## src/rtl/instruction_fetch_unit_pkg.sv

```systemverilog
// Shared definitions for the instruction fetch unit: NOP encoding, RV64 major
// opcodes, fetch FSM state encoding and small address helpers.
package instruction_fetch_unit_pkg;

    localparam logic [31:0] NOP_INSTR = 32'h0000_0013;  // addi x0, x0, 0

    localparam logic [6:0] OPC_OP     = 7'b0110011;
    localparam logic [6:0] OPC_LOAD   = 7'b0000011;
    localparam logic [6:0] OPC_STORE  = 7'b0100011;
    localparam logic [6:0] OPC_BRANCH = 7'b1100011;
    localparam logic [6:0] OPC_OP_IMM = 7'b0010011;

    localparam int unsigned XLEN   = 64;
    localparam int unsigned ILEN   = 32;
    localparam int unsigned CNT_W  = 32;

    typedef enum logic [1:0] {
        IDLE = 2'd0,
        RUN  = 2'd1,
        WAIT = 2'd2
    } state_e;

    // Redirect targets may carry low bits; instructions are always word aligned.
    function automatic logic [XLEN-1:0] word_align(input logic [XLEN-1:0] addr);
        return {addr[XLEN-1:2], 2'b00};
    endfunction

    function automatic logic [XLEN-1:0] next_seq_pc(input logic [XLEN-1:0] pc);
        return pc + XLEN'(4);
    endfunction

endpackage

```

## src/rtl/instruction_fetch_unit_if_id_register.sv

```systemverilog
// IF/ID pipeline register: holds on stall, loads a fetched word, otherwise
// presents a NOP bubble while keeping the last PC.
module if_id_register
    import instruction_fetch_unit_pkg::*;
(
    input  logic            clk_i,
    input  logic            rst_i,
    input  logic            hold_i,
    input  logic            load_i,
    input  logic [XLEN-1:0] pc_i,
    input  logic [ILEN-1:0] instr_i,
    output logic [XLEN-1:0] pc_o,
    output logic [ILEN-1:0] instr_o,
    output logic [6:0]      opcode_o,
    output logic            valid_o
);

    logic [XLEN-1:0] pc_q;
    logic [ILEN-1:0] instr_q;
    logic            valid_q;

    always_ff @(posedge clk_i) begin
        if (rst_i) begin
            pc_q    <= '0;
            instr_q <= NOP_INSTR;
            valid_q <= 1'b0;
        end else if (hold_i) begin
            pc_q    <= pc_q;
            instr_q <= instr_q;
            valid_q <= valid_q;
        end else if (load_i) begin
            pc_q    <= pc_i;
            instr_q <= instr_i;
            valid_q <= 1'b1;
        end else begin
            pc_q    <= pc_q;
            instr_q <= NOP_INSTR;
            valid_q <= 1'b0;
        end
    end

    assign pc_o     = pc_q;
    assign instr_o  = instr_q;
    assign opcode_o = instr_q[6:0];
    assign valid_o  = valid_q;

endmodule

```

## src/rtl/instruction_fetch_unit.sv

```systemverilog
// Instruction fetch unit: PC, fetch FSM and delivered-instruction counter,
// feeding the IF/ID register. Redirect beats stall beats memory ready.
module instruction_fetch_unit
    import instruction_fetch_unit_pkg::*;
(
    input  logic             clk,
    input  logic             reset,
    input  logic             stall,
    input  logic             branch_taken,
    input  logic [XLEN-1:0]  branch_target,
    output logic             imem_req,
    output logic [XLEN-1:0]  imem_addr,
    input  logic [ILEN-1:0]  imem_rdata,
    input  logic             imem_ready,
    output logic [XLEN-1:0]  if_id_pc,
    output logic [ILEN-1:0]  if_id_instr,
    output logic [6:0]       if_id_opcode,
    output logic             if_id_valid,
    output logic [CNT_W-1:0] fetch_count
);

    state_e           state_q;
    logic             imem_req_q;
    logic [XLEN-1:0]  pc_q, pc_d;
    logic [CNT_W-1:0] fetch_count_q, fetch_count_d;
    logic             fetch_fire;
    logic             ifid_hold;

    always_ff @(posedge clk) begin
        if (reset) begin
            state_q    <= IDLE;
            imem_req_q <= 1'b0;
        end else begin
            imem_req_q <= 1'b1;
            case (state_q)
                IDLE: state_q <= RUN;
                RUN: begin
                    if (!branch_taken && !imem_ready) state_q <= WAIT;
                end
                WAIT: begin
                    if (imem_ready || branch_taken) state_q <= RUN;
                end
                default: begin
                    state_q    <= IDLE;
                    imem_req_q <= 1'b0;
                end
            endcase
        end
    end

    // A returned word is only accepted when neither redirect nor stall wins.
    assign fetch_fire = imem_req_q && imem_ready && !stall && !branch_taken;
    assign ifid_hold  = stall && !branch_taken;

    always_comb begin
        pc_d          = pc_q;
        fetch_count_d = fetch_count_q;
        if (branch_taken) begin
            pc_d = word_align(branch_target);
        end else if (fetch_fire) begin
            pc_d          = next_seq_pc(pc_q);
            fetch_count_d = fetch_count_q + CNT_W'(1);
        end
    end

    always_ff @(posedge clk) begin
        if (reset) begin
            pc_q          <= '0;
            fetch_count_q <= '0;
        end else begin
            pc_q          <= pc_d;
            fetch_count_q <= fetch_count_d;
        end
    end

    if_id_register u_if_id (
        .clk_i    (clk),
        .rst_i    (reset),
        .hold_i   (ifid_hold),
        .load_i   (fetch_fire),
        .pc_i     (pc_q),
        .instr_i  (imem_rdata),
        .pc_o     (if_id_pc),
        .instr_o  (if_id_instr),
        .opcode_o (if_id_opcode),
        .valid_o  (if_id_valid)
    );

    assign imem_req    = imem_req_q;
    assign imem_addr   = pc_q;
    assign fetch_count = fetch_count_q;

endmodule

```

## config.mk

```make
export PLATFORM = sky130hd
export DESIGN_NAME = instruction_fetch_unit
export DESIGN_NICKNAME = d
export VERILOG_FILES = /design/src/rtl/instruction_fetch_unit_pkg.sv /design/src/rtl/instruction_fetch_unit_if_id_register.sv /design/src/rtl/instruction_fetch_unit.sv
export SDC_FILE = /design/constraint.sdc
export NUM_CORES = 1
export LEC_CHECK = 0
export CAP_MARGIN = 15
export CORE_MARGIN = 10
export CORE_UTILIZATION = 47
export CTS_CLUSTER_DIAMETER = 30
export CTS_CLUSTER_SIZE = 14
export DETAILED_ROUTE_END_ITERATION = 10
export GPL_TIMING_DRIVEN = 1
export PLACE_DENSITY = 0.85
export SKIP_CTS_REPAIR_TIMING = 1
export SLEW_MARGIN = 5
export SYNTH_ARGS = -nofsm -noshare
export SYNTH_HDL_FRONTEND = slang
export SYNTH_HIERARCHICAL = 1
export SYNTH_SLANG_ARGS = --single-unit
```

## constraint.sdc

```tcl
create_clock -name clk -period 2.8 [get_ports clk]
set_input_delay 0.56 -clock clk [delete_from_list [all_inputs] [get_ports clk]]
set_output_delay 0.56 -clock clk [all_outputs]
set_load 0.05 [all_outputs]
```

; Word-level counts from Yosys, hierarchy flattened
; Index checks and enable logic that the tools add are counted.
[totals]
register_bits = 196
inputBits = 101
out_inout_bits = 201
wordCells = 40
[classes]
n_addsub = 2
eq_ne = 4
n_mux = 8
n_bitwise = 2
n_reduce_logical = 16
[op_table]
columns = operator, n
row1 = $mux W64, 2
row2 = $add A64 B3 Y64 const B, 1
row3 = $add A32 B1 Y32 const B, 1
row4 = $mux W32, 1
row5 = $pmux W2 S3, 1
row6 = $reduce_and A2 Y1, 3
row7 = $logic_and A1 B1 Y1, 5
row8 = $mux W2, 2
row9 = $ne A2 B2 Y1 const B, 2
row10 = $logic_not A1 Y1, 3
row11 = $reduce_or A3 Y1, 1
row12 = $eq A2 B1 Y1 const B, 1
row13 = $eq A2 B2 Y1 const B, 1
row14 = $logic_not A2 Y1, 1
row15 = $mux W1, 2
row16 = $not A1 Y1, 2
row17 = $reduce_bool A2 Y1, 1
row18 = $reduce_or A2 Y1, 1
row19 = $logic_or A1 B1 Y1, 1

; Depth between registers and ports, before layout
[logic_depth]
word_depth = 5
ltp_mapped = 9

; Modules after synthesis
; The synthesis kept the hierarchy.
[by_module_without_submodules]
columns = module, n_inst, cells_each, area_each_um2
row1 = instruction_fetch_unit, 1, 651, 5233.8
row2 = if_id_register, 1, 444, 4242.8

; Least setup slack after synthesis
; Ideal clock, no wire load.
[synth_timing]
kind = register to register
start = register pc_q[17], in the netlist imem_addr[17]
end = register pc_q[56], in the netlist imem_addr[56]
t_arrival_ns = 2.784
required_ns = 2.709
setup_slack_ns = -0.075
path_stages_with_launch = 8
path_buffers = 2
cell_sequence = dfxtp_1 -> nand4_2 -> or3_1 -> buf_2 -> or4_1 -> buf_2 -> or4_1 -> a311oi_1
[synth_via]
elab_chain_len = 3
[synth_rtl]
columns = item, line_no
row1 = start: declaration, instruction_fetch_unit.sv:24  ; logic [XLEN-1:0] pc_q, pc_d;
row2 = start signal: assignment, instruction_fetch_unit.sv:71  ; pc_q <= pc_d;
row3 = $add A64 B3 Y64, instruction_fetch_unit_pkg.sv:29  ; return pc + XLEN'(4);
row4 = $mux W64, instruction_fetch_unit.sv:60  ; end else if (fetch_fire) begin
row5 = $mux W64, instruction_fetch_unit.sv:58  ; if (branch_taken) begin
; No other way between the ends. The select of a mux whose other input is x is not followed.
; A chain may end at the register's enable or synchronous reset.

; Worst setup path after layout
[layout_timing]
start = register pc_q[18], in the netlist imem_addr[18]
end = register pc_q[56], in the netlist imem_addr[56]
; Same word-level chain as after synthesis.

==> impl_metrics.csv <==
group,metric,value,unit
setup_path,setup.worst_path.end_class,"register",
clock_tree,clock_tree.htree_level_count,4,
drt,dr_wl_met2,15.3,mm
timing,max_clock_freq,379,MHz
cells_and_area,share_of_final_layout_standard_cells_stronger_than_drive_strength_1,0.0850,
logic_synthesis,synthSimpleGateAreaFrac,0.345,
drt,drt-initial-drc-count,787,
drt,route.vias.total,9419,
floorplan,fp.dieArea,0.0262,mm2
timing,setup_skew,0.0178,ns
floorplan,top_level_ports,302,
timing,setup_repair_after_global_routing_missed_its_margin,"false",
global_routing,grt_max_degree,99,
timing,worst_slew_pin_slew,0.607,ns
setup_path,cp_data_required_time,3.15,ns
logic_synthesis,syn_area,0.00948,mm2
logic_synthesis,ys_seq_area_frac,0.410,
clock_tree,cts_made_buffers,17,
drt,totalWireLength,33.1,mm
clock_tree,worstSkewPairLatency,0.44,ns
logic_synthesis,synth_top_family_by_area,"simple AND/OR/NAND/NOR gates",
cells_and_area,synthToLayoutAreaGrowth,42.4,%
global_routing,groute.usage.overall,0.241,
logic_synthesis,dominantRegCellSynth,"sky130_fd_sc_hd__dfxtp_1",
drt,viasPerCell,5.68,
drt,wl_met3,3.06,mm
setup_path,worst_setup_path_start_kind,"register",
drt,met1Wirelength,13.7,mm
power,leakage,4.48,nW
global_routing,grt_antenna_before_repair,5,
timing,setup_viol_count_final,0,
global_routing,via_count_of_the_first_global_routing_pass,9192,
hold_path,path_category_of_the_worst_min_delay_check,"register to register",
place,count_of_buffers_inserted_at_the_top_level_ports,297,
logic_synthesis,synth_area_per_cell,8.65,um2
place,place.gp.congestion,0.877,
drt,drc,0,
setup_path,highest_net_fanout_along_the_worst_path,9,
timing,post-route-min-period,2.64,ns
logic_synthesis,synth.yosys.warnings,6,
run,drv.max_cap_violation_count,0,
drt,top_signal_layer_used,"met5",
logic_synthesis,postSynthRegisterBits,194,
status,result_of_the_run,"complete, no violations",
timing,setup_ws,0.158,ns
global_routing,grt_first_pass_wirelength,51.3,mm
clock_tree,clock_sink_count,194,
floorplan,initial_utilization,0.482,
floorplan,die-height,162,um
floorplan,die_span_in_x,162,um
setup_path,crit_type,"register to register",
timing,period_share,0.943,
drt,dr.pass1.iters,6,
logic_synthesis,synthCells,1095,
setup_path,crit_path_top_delay_cell,"sky130_fd_sc_hd__or4_1",
timing,slew_violations,0,
clock_tree,cts-root-to-sink-buffers,2,
logic_synthesis,synth_compound_area_frac,0.125,
clock_tree,tritoncts,"yes",
drt,route.detailed.wl_per_inst,20.0,um
logic_synthesis,synth-xor-area-share,0.0508,
power,power.ir.vdd_worst,0.466,mV
timing,worst_hold_slack,0.462,ns
drt,antenna_violating_nets_post_route,0,
logic_synthesis,synth_enable_flop_cells,0,
clock_tree,clk_pin_slew_worst_paths,0.08,ns
clock_tree,cts.root.buffer_cell,"sky130_fd_sc_hd__clkbuf_16",
setup_path,crit_chain,"nand4_2 -> or3_1 -> or4_1 -> or4_1 -> a311oi_1",
setup_path,critical_path.most_common_cell,"sky130_fd_sc_hd__or4_1",
logic_synthesis,ys_types,56,
floorplan,design.core.area,0.0197,mm2
power,power_density,482,mW/mm2
logic_synthesis,postSynth.asyncResetShare,0,
place,dp_slack,-0.204,ns
setup_path,cp.arrival,2.99,ns
logic_synthesis,synth.mux.area_fraction,0.00673,
place,place_hpwl,24.1,mm
floorplan,row_count,51,
timing,final_hold_violations,0,
logic_synthesis,synth_fa_ha_area_frac,0.00370,
cells_and_area,fin_nets,1479,
setup_path,critPathMaxStageDelay,0.73,ns
timing,maxSlewHeadroom,0.595,
global_routing,grt-ovfl-total,0,
==> where the power goes <==
part / leakage, nW / total [mW] / internal, mW / switching, mW
logic: 2.59 / 0.987 / 0.417 / 0.571
clock network: 0.302 / 2.58 / 1.31 / 1.27
registers: 1.58 / 2.94 / 2.84 / 0.106
==> area by class of cell <==
cell class | instances | area [um2]
antenna | 3 | 7.51
clock buffer | 17 | 425
clock inverter | 15 | 201
fill | 1566 | 6160
inverter | 16 | 60.1
multi-input combinational | 788 | 5080
sequential | 194 | 3890
tap | 265 | 332
timing repair buffer | 359 | 3500
==> registers in the layout, summed over array words and instances, names as in the netlist <==
register and flops:
u_if_id/valid_o 1, state_q 2, imem_req 1, u_if_id/pc_o 64, fetch_count 32, u_if_id/instr_o 32
imem_addr 62
==> metrics by stage <==
stage                     TNS [ns]   util  std cells  instance area [um2]  power (mW)
after floorplan                  0      -       1098                 9500        3.54
after global placement      -0.628  0.654       1622                12900        3.98
after detailed placement     -1.27  0.654       1622                12900        3.99
after CTS                        0  0.686       1654                13500        6.55
after global routing             0  0.686       1656                13500        6.73
final                            0  0.687       1657                13500        6.51
==> cells by family (layout without fill, tap and decap cells) <==
| family | after synthesis | in the layout |
|---|---|---|
| adder cells (fa/ha/maj) | 3 | 3 |
| flip-flops | 194 | 194 |
| AND/OR/NAND/NOR | 526 | 526 |
| other | 1 | 7 |
| multiplexers | 6 | 6 |
| XOR/XNOR | 55 | 55 |
| buffers and inverters | 116 | 407 |
| AO/OA/AOI/OAI | 194 | 194 |
==> metal layers <==
layer,GRT usage,vias up
li1,-,4500
met1,0.292,4460
met2,0.390,396
met3,0.0806,59
met4,0.0877,4
met5,0,-
==> critical path: cells and delay by family (launching register included) <==
kind | cells | cell delay (ns)
AOI/OAI and AO/OA | 1 | 0.24
and+or+nand+nor | 4 | 1.88
DFF | 1 | 0.42
==> synth_stat cells, drive strengths merged (3+ instances only) <==
cell     count  area share
nor2b       11      0.0075
nand2b      66       0.044
xnor2       33       0.030
mux2         3      0.0036
nand4       24       0.017
and2         7      0.0046
o21ai       78       0.041
nand3b      31       0.025
nor3b        3      0.0024
o31ai       10      0.0079
nand2       80       0.032
buf         36       0.027
nor3        16      0.0085
nand4bb     64       0.076
dfxtp      194        0.41
a2111oi      8      0.0074
xor2        22       0.020
a21oi       44       0.023
and3        15      0.0099
nor4        14      0.0099
a31oi        3      0.0020
inv         16      0.0063
and4        10      0.0092
nor4b        7      0.0065
or4         21       0.017
or2          4      0.0026
nor2        95       0.038
nand3       35       0.018
mux2i        3      0.0032
a211oi      26       0.021
or3         15      0.0099
clkbuf      64       0.025
a311oi      18       0.017
==> layout by cell type (no fill, tap or decap), types with 7 or more instances in the layout <==
| master | synthesis | final |
|---|---|---|
| sky130_fd_sc_hd__o21ai_0 | 67 | 67 |
| sky130_fd_sc_hd__nand3b_1 | 31 | 31 |
| sky130_fd_sc_hd__nand3_1 | 35 | 35 |
| sky130_fd_sc_hd__or3_1 | 15 | 15 |
| sky130_fd_sc_hd__inv_1 | 15 | 15 |
| sky130_fd_sc_hd__xnor2_1 | 33 | 33 |
| sky130_fd_sc_hd__a211oi_1 | 26 | 26 |
| sky130_fd_sc_hd__buf_4 | 13 | 57 |
| sky130_fd_sc_hd__and4_1 | 10 | 10 |
| sky130_fd_sc_hd__a21oi_1 | 44 | 44 |
| sky130_fd_sc_hd__and2_1 | 7 | 7 |
| sky130_fd_sc_hd__clkbuf_16 | 0 | 17 |
| sky130_fd_sc_hd__xor2_1 | 22 | 22 |
| sky130_fd_sc_hd__nand4_1 | 23 | 23 |
| sky130_fd_sc_hd__a311oi_1 | 18 | 18 |
| sky130_fd_sc_hd__nor4b_1 | 7 | 7 |
| sky130_fd_sc_hd__and3_1 | 15 | 15 |
| sky130_fd_sc_hd__dfxtp_1 | 194 | 187 |
| sky130_fd_sc_hd__dfxtp_2 | 0 | 7 |
| sky130_fd_sc_hd__nand4bb_1 | 64 | 64 |
| sky130_fd_sc_hd__nand2b_1 | 66 | 66 |
| sky130_fd_sc_hd__a2111oi_0 | 8 | 8 |
| sky130_fd_sc_hd__or4_1 | 19 | 19 |
| sky130_fd_sc_hd__o21ai_1 | 11 | 11 |
| sky130_fd_sc_hd__nor2_1 | 95 | 95 |
| sky130_fd_sc_hd__nor4_1 | 13 | 13 |
| sky130_fd_sc_hd__nor2b_1 | 10 | 9 |
| sky130_fd_sc_hd__nand2_1 | 80 | 80 |
| sky130_fd_sc_hd__o31ai_1 | 10 | 10 |
| sky130_fd_sc_hd__clkdlybuf4s50_1 | 0 | 295 |
| sky130_fd_sc_hd__nor3_1 | 16 | 16 |
==> path summary, 6_finish.rpt <==
check	startpoint	to	slack, ns	depth (start not counted)
max	imem_addr[18]	imem_addr[56]	0.16	5
min reg2reg	u_if_id/instr_o[20]	u_if_id/instr_o[20]	0.46	2
max reg2reg	imem_addr[18]	imem_addr[56]	0.16	5
min	u_if_id/instr_o[20]	u_if_id/instr_o[20]	0.46	2
Power figures use the tool's default switching activity.
